**src/rtl/vga_pkg.sv**
```systemverilog
// Shared VGA/game types: screen encoding used by the screen controller and
// the draw-output mux, plus the game result codes.
package vga_pkg;

    typedef enum logic [1:0] {
        SCR_START = 2'd0,
        SCR_PLAY  = 2'd1,
        SCR_END   = 2'd2
    } screen_t;

    typedef logic [1:0] result_t;

    localparam result_t RES_LOSE = 2'd0;
    localparam result_t RES_WIN  = 2'd1;
    localparam result_t RES_DRAW = 2'd2;

endpackage

```
**src/rtl/btn_arm_detect.sv**
```systemverilog
// Button arming and press detection.
// A press is only reported after the button has been seen low for ARM_FRAMES
// consecutive frame ticks, so a button held across a screen change or a
// reset cannot trigger the next screen by itself.
module btn_arm_detect #(
    parameter int ARM_FRAMES = 2
) (
    input  logic clk_i,
    input  logic rst_ni,
    input  logic frame_tick_i,
    input  logic btn_i,
    output logic press_o
);

    localparam logic [3:0] ARM_MAX = 4'(ARM_FRAMES);

    logic [3:0] arm_cnt_q, arm_cnt_d;
    logic       btn_q;
    logic       armed;
    logic       rise;

    assign armed   = (arm_cnt_q == ARM_MAX);
    assign rise    = btn_i & ~btn_q;
    assign press_o = rise & armed;

    // Count low frames up to ARM_MAX; any high sample (including the press
    // itself) drops the arm count back to zero.
    always_comb begin
        arm_cnt_d = arm_cnt_q;
        if (btn_i) begin
            arm_cnt_d = '0;
        end else if (frame_tick_i && !armed) begin
            arm_cnt_d = arm_cnt_q + 4'd1;
        end
    end

    // Arm counter and previous button sample for edge detection.
    always_ff @(posedge clk_i or negedge rst_ni) begin
        if (!rst_ni) begin
            arm_cnt_q <= '0;
            btn_q     <= 1'b0;
        end else begin
            arm_cnt_q <= arm_cnt_d;
            btn_q     <= btn_i;
        end
    end

endmodule

```
**src/rtl/game_screen_ctrl.sv**
```systemverilog
// Game screen sequencer: START -> PLAY -> END -> START.
// Screen changes happen only in the frame_tick cycle so a frame never mixes
// two screens. screen_sel is the state register itself, so the FSM state is
// directly observable on that output.
// Optional build macro AUTO_RESTART_EN: when defined, END returns to START on
// its own once the hold time has elapsed instead of waiting for a click.
module game_screen_ctrl
    import vga_pkg::*;
#(
    parameter int END_HOLD_FRAMES = 120,
    parameter int ARM_FRAMES      = 2
) (
    input  logic        clk,
    input  logic        rst,
    input  logic [10:0] hcount,
    input  logic [10:0] vcount,
    input  logic        start_btn,
    input  logic        game_over,
    input  logic [1:0]  game_result,
    output logic [1:0]  screen_sel,
    output logic        game_en,
    output logic        game_rst,
    output logic [1:0]  result,
    output logic        frame_tick
);

    localparam logic [1:0] ST_START = SCR_START;
    localparam logic [1:0] ST_PLAY  = SCR_PLAY;
    localparam logic [1:0] ST_END   = SCR_END;
    localparam logic [9:0] HOLD_MAX = 10'(END_HOLD_FRAMES);

    logic [1:0] state_q, state_d;
    logic       frame_tick_q, frame_tick_d;
    logic       game_en_q, game_en_d;
    logic       game_rst_q, game_rst_d;
    result_t    result_q, result_d;
    logic       over_pending_q, over_pending_d;
    logic       press_pending_q, press_pending_d;
    logic [9:0] hold_cnt_q, hold_cnt_d;
    logic       press;
    logic       hold_sat;

    btn_arm_detect #(
        .ARM_FRAMES(ARM_FRAMES)
    ) u_btn_arm_detect (
        .clk_i        (clk),
        .rst_ni       (rst),
        .frame_tick_i (frame_tick_q),
        .btn_i        (start_btn),
        .press_o      (press)
    );

    assign frame_tick_d = (hcount == 11'd0) && (vcount == 11'd0);
    assign hold_sat     = (hold_cnt_q == HOLD_MAX);

    // Next-state logic: pending flags, hold counter, result latch and the
    // screen transitions, which are all gated by frame_tick_q.
    always_comb begin
        state_d         = state_q;
        over_pending_d  = over_pending_q;
        press_pending_d = press_pending_q;
        hold_cnt_d      = hold_cnt_q;
        result_d        = result_q;
        game_rst_d      = 1'b0;
        case (state_q)
            ST_START: begin
                hold_cnt_d = '0;
                if (press) begin
                    press_pending_d = 1'b1;
                end
                if (frame_tick_q && press_pending_q) begin
                    state_d         = ST_PLAY;
                    press_pending_d = 1'b0;
                    game_rst_d      = 1'b1;
                end
            end
            ST_PLAY: begin
                hold_cnt_d      = '0;
                press_pending_d = 1'b0;
                if (game_over) begin
                    over_pending_d = 1'b1;
                    result_d       = game_result;
                end
                // A game_over landing on the tick itself ends the round now.
                if (frame_tick_q && (over_pending_q || game_over)) begin
                    state_d        = ST_END;
                    over_pending_d = 1'b0;
                end
            end
            ST_END: begin
                if (!hold_sat) begin
                    press_pending_d = 1'b0;
                end else if (press) begin
                    press_pending_d = 1'b1;
                end
                if (frame_tick_q && !hold_sat) begin
                    hold_cnt_d = hold_cnt_q + 10'd1;
                end
`ifdef AUTO_RESTART_EN
                if (frame_tick_q && hold_sat) begin
                    state_d         = ST_START;
                    press_pending_d = 1'b0;
                    hold_cnt_d      = '0;
                end
`else
                if (frame_tick_q && hold_sat && press_pending_q) begin
                    state_d         = ST_START;
                    press_pending_d = 1'b0;
                    hold_cnt_d      = '0;
                end
`endif
            end
            default: begin
                state_d         = ST_START;
                over_pending_d  = 1'b0;
                press_pending_d = 1'b0;
                hold_cnt_d      = '0;
            end
        endcase
        game_en_d = (state_d == ST_PLAY);
    end

    // State and registered outputs; async reset returns to a clean START.
    always_ff @(posedge clk or negedge rst) begin
        if (!rst) begin
            state_q         <= ST_START;
            frame_tick_q    <= 1'b0;
            game_en_q       <= 1'b0;
            game_rst_q      <= 1'b0;
            result_q        <= RES_LOSE;
            over_pending_q  <= 1'b0;
            press_pending_q <= 1'b0;
            hold_cnt_q      <= '0;
        end else begin
            state_q         <= state_d;
            frame_tick_q    <= frame_tick_d;
            game_en_q       <= game_en_d;
            game_rst_q      <= game_rst_d;
            result_q        <= result_d;
            over_pending_q  <= over_pending_d;
            press_pending_q <= press_pending_d;
            hold_cnt_q      <= hold_cnt_d;
        end
    end

    assign screen_sel = state_q;
    assign game_en    = game_en_q;
    assign game_rst   = game_rst_q;
    assign result     = result_q;
    assign frame_tick = frame_tick_q;

endmodule

```
**config.mk**
```make
export PLATFORM = sky130hd
export DESIGN_NAME = game_screen_ctrl
export DESIGN_NICKNAME = d
export VERILOG_FILES = /design/src/rtl/vga_pkg.sv /design/src/rtl/btn_arm_detect.sv /design/src/rtl/game_screen_ctrl.sv
export SDC_FILE = /design/constraint.sdc
export NUM_CORES = 1
export LEC_CHECK = 0
export BUFFER_PORTS_ARGS = -buffer_cell sky130_fd_sc_hd__buf_2
export CELL_PAD_IN_SITES_DETAIL_PLACEMENT = 0
export CELL_PAD_IN_SITES_GLOBAL_PLACEMENT = 1
export CORE_UTILIZATION = 38
export CTS_CLUSTER_DIAMETER = 150
export DETAILED_ROUTE_END_ITERATION = 10
export HOLD_SLACK_MARGIN = 0.05
export PLACE_DENSITY = 0.77
export SLEW_MARGIN = 20
export SYNTH_ARGS = -nofsm -noshare
export SYNTH_HDL_FRONTEND = slang
export SYNTH_HIERARCHICAL = 1
export SYNTH_SLANG_ARGS = --single-unit
```
**constraint.sdc**
```tcl
create_clock -name clk -period 1.68 [get_ports clk]
set_input_delay 0.336 -clock clk [delete_from_list [all_inputs] [get_ports clk]]
set_output_delay 0.336 -clock clk [all_outputs]
set_load 0.01 [all_outputs]
```
==> flow_metrics.env <==
export IMPL_grt_first_pass_wirelength_um=3840
export IMPL_cts_sinks=24
export IMPL_gp_congestion=0.740
export IMPL_clk_pin_slew_worst_paths_ps=140
export IMPL_highest_layer="met4"
export IMPL_post_drt_wl_per_cell_um=11.2
export IMPL_ys_ff_latch=24
export IMPL_report_final_hold_viol_count=0
export IMPL_grt_max_degree=25
export IMPL_rsz0062_at_grt="false"
export IMPL_first_pass_iters=4
export IMPL_final_common_cell="buf_2"
export IMPL_cp_max_fo=3
export IMPL_arrival_ps=1830
export IMPL_route_met3_wl_um=107
export IMPL_clk_latency_ps=310
export IMPL_antennaDiodeCount=0
export IMPL_grt_overflow=0
export IMPL_cts_max_level=1
export IMPL_layout_common_cells="buf_2 (34), dfrtp_1 (24), nor2_1 (16), nand2_1 (7), nand3_1 (6)"
export IMPL_vias=967
export IMPL_first_iter_violations=14
export IMPL_start_util=0.397
export IMPL_min_period_ps=1570
export IMPL_power_leakage_nw=0.705
export IMPL_yosys_warnings=6
export IMPL_syn_to_final_growth_pct=25.0
export IMPL_setup_worst_path_end_class="register"
export IMPL_routed_wl_um=2230
export IMPL_die_y_um=58.2
export IMPL_dr_wl_met2_um=1140
export IMPL_grt_pass1_vias=922
export IMPL_groute_usage_overall=0.147
export IMPL_syn_nets=147
export IMPL_antenna_found_initial=0
export IMPL_finalCritPeriodShare=0.936
export IMPL_setup_violations=0
export IMPL_ant_nets=0
export IMPL_avgSynthCellArea_um2=10.4
export IMPL_maxSlewHeadroom=0.640
export IMPL_post_route_drc_count=0
export IMPL_max_cap_violations=0
export IMPL_placementRows=20
export IMPL_hold_class="in -> reg"
export IMPL_drt_met1_wl_um=958
export IMPL_hpwlAfterDp_um=1700
export IMPL_worstMarginPinSlew_ps=540
export IMPL_core_area_mm2=0.00303
export IMPL_clock_skew_ps=15.0
export IMPL_final_nets=188
export IMPL_drv_slew=0
export IMPL_die_area_mm2=0.00339
export IMPL_root_buffer="clkbuf_4"
export IMPL_status="completed"
export IMPL_clock_fmax_mhz=636
export IMPL_drive_gt1_frac=0.335
export IMPL_ios=35
export IMPL_cts_tree="yes"
export IMPL_via_per_inst=4.86
export IMPL_yosysSeqAreaShare=0.500
export IMPL_yosysUniqueCellTypes=34
export IMPL_required_ps=1940
export IMPL_finalNonFillerCells=199
export IMPL_numCtsBuffers=3
export IMPL_die_width_um=58.2
export IMPL_critical_path_class="reg -> reg"
export IMPL_port_buffers=34
export IMPL_ir_drop_v=0.000537
export IMPL_critPathLaunchType="register"
export IMPL_tns_ps=0
export IMPL_power_density_mw_per_mm2=692
export IMPL_syn_area_mm2=0.00120
export IMPL_synthCells=115
export IMPL_dp_cells=193
export IMPL_cts_buffer_depth=2
## routing by layer
layer / vias up / GRT usage
li1: 486 / -
met1: 448 / 0.181
met2: 31 / 0.263
met3: 2 / 0.0402
met4: 0 / 0.0204
met5: - / 0
## power by group
part	switching [W]	internal [W]
logic	0.0000227	0.0000262
clock network	0.000169	0.000241
registers	0.000000501	0.000579
total	0.000193	0.000846
## through the flow
step / utilization / setup slack, ps / total power (W) / hold WS, ps / area, µm²
floorplan: - / 195 / 0.000594 / 40.4 / 1200
global placement: 0.471 / 149 / 0.000638 / 351 / 1430
detailed placement: 0.471 / 67.4 / 0.000639 / 355 / 1430
CTS: 0.492 / 68.4 / 0.00106 / 151 / 1490
global route: 0.496 / 29.8 / 0.00109 / 162 / 1500
finish: 0.496 / 108 / 0.00104 / 168 / 1500
## final timing paths
kind                                from             to  slack, ps  cells after the start
hold reg to reg                result[1]      result[1]        520                      1
hold / removal                hcount[10]     frame_tick        170                      2
setup / recovery           hold_cnt_q[0]  hold_cnt_q[2]        110                      6
min in group asynchronous            rst  hold_cnt_q[2]        520                      2
max in group asynchronous            rst  screen_sel[1]        790                      2
setup reg to reg           hold_cnt_q[0]  hold_cnt_q[2]        110                      6
## sequential cells by signal, summed over array words and instances, names as in the netlist
signal and cells:
game_en 1, press_pending_q 1, over_pending_q 1, u_btn_arm_detect/arm_cnt_q 4, u_btn_arm_detect/btn_q 1, frame_tick 1
result 2, screen_sel 2, game_rst 1, hold_cnt_q 10
## kinds of logic (layout without fill, tap and decap cells)
| logic type | count (synthesis) | after routing | share of synthesized area |
|---|---|---|---|
| adder cells (fa/ha/maj) | 4 | 4 | 0.0417 |
| flip-flops | 24 | 24 | 0.500 |
| multiplexers | 2 | 2 | 0.0187 |
| AO/OA/AOI/OAI | 14 | 14 | 0.0750 |
| AND/OR/NAND/NOR | 56 | 56 | 0.274 |
| buffers and inverters | 6 | 46 | 0.0250 |
| XOR/XNOR | 9 | 9 | 0.0656 |
## area by class of cell
class | count | area (µm²)
clock inverter | 1 | 30.0
inverter | 4 | 15.0
timing repair buffer | 38 | 203
multi-input combinational | 85 | 576
sequential | 24 | 601
clock buffer | 3 | 22.5
tap | 44 | 55.1
fill | 285 | 1530
## cells in the mapped netlist (all sizes together)
library cell | n | area (µm²)
dfrtp | 24 | 601
nor2 | 16 | 60.1
nand2 | 7 | 26.3
nand3 | 6 | 30.0
o21ai | 6 | 37.5
a21oi | 5 | 28.8
nor4 | 5 | 31.3
xor2 | 5 | 43.8
ha | 4 | 50.1
inv | 4 | 15.0
nand4 | 4 | 25.0
xnor2 | 4 | 35.0
nand2b | 3 | 18.8
nor2b | 3 | 18.8
or3b | 3 | 28.8
and4 | 2 | 18.8
mux2 | 2 | 22.5
a211oi | 1 | 7.51
a31o | 1 | 8.76
and2 | 1 | 8.76
and3 | 1 | 11.3
buf | 1 | 11.3
clkbuf | 1 | 3.75
nand3b | 1 | 7.51
nor3 | 1 | 5.00
nor3b | 1 | 7.51
nor4b | 1 | 23.8
o21a | 1 | 7.51
or4 | 1 | 7.51
## timing repair
item                       CTS  global route
hold endpoints to repair    24             0
resized for setup            0             1
setup buffers                0             1
setup endpoints to repair    0             1
hold buffers                 1             0
## critical path: stages, from the launching register on
cell	delay, ps
dfrtp_1	390
inv_1	80
ha_1	180
nor2b_1	140
a31o_1	210
or3b_1	390
a21oi_2	130
(Power assumes the default switching activity.)
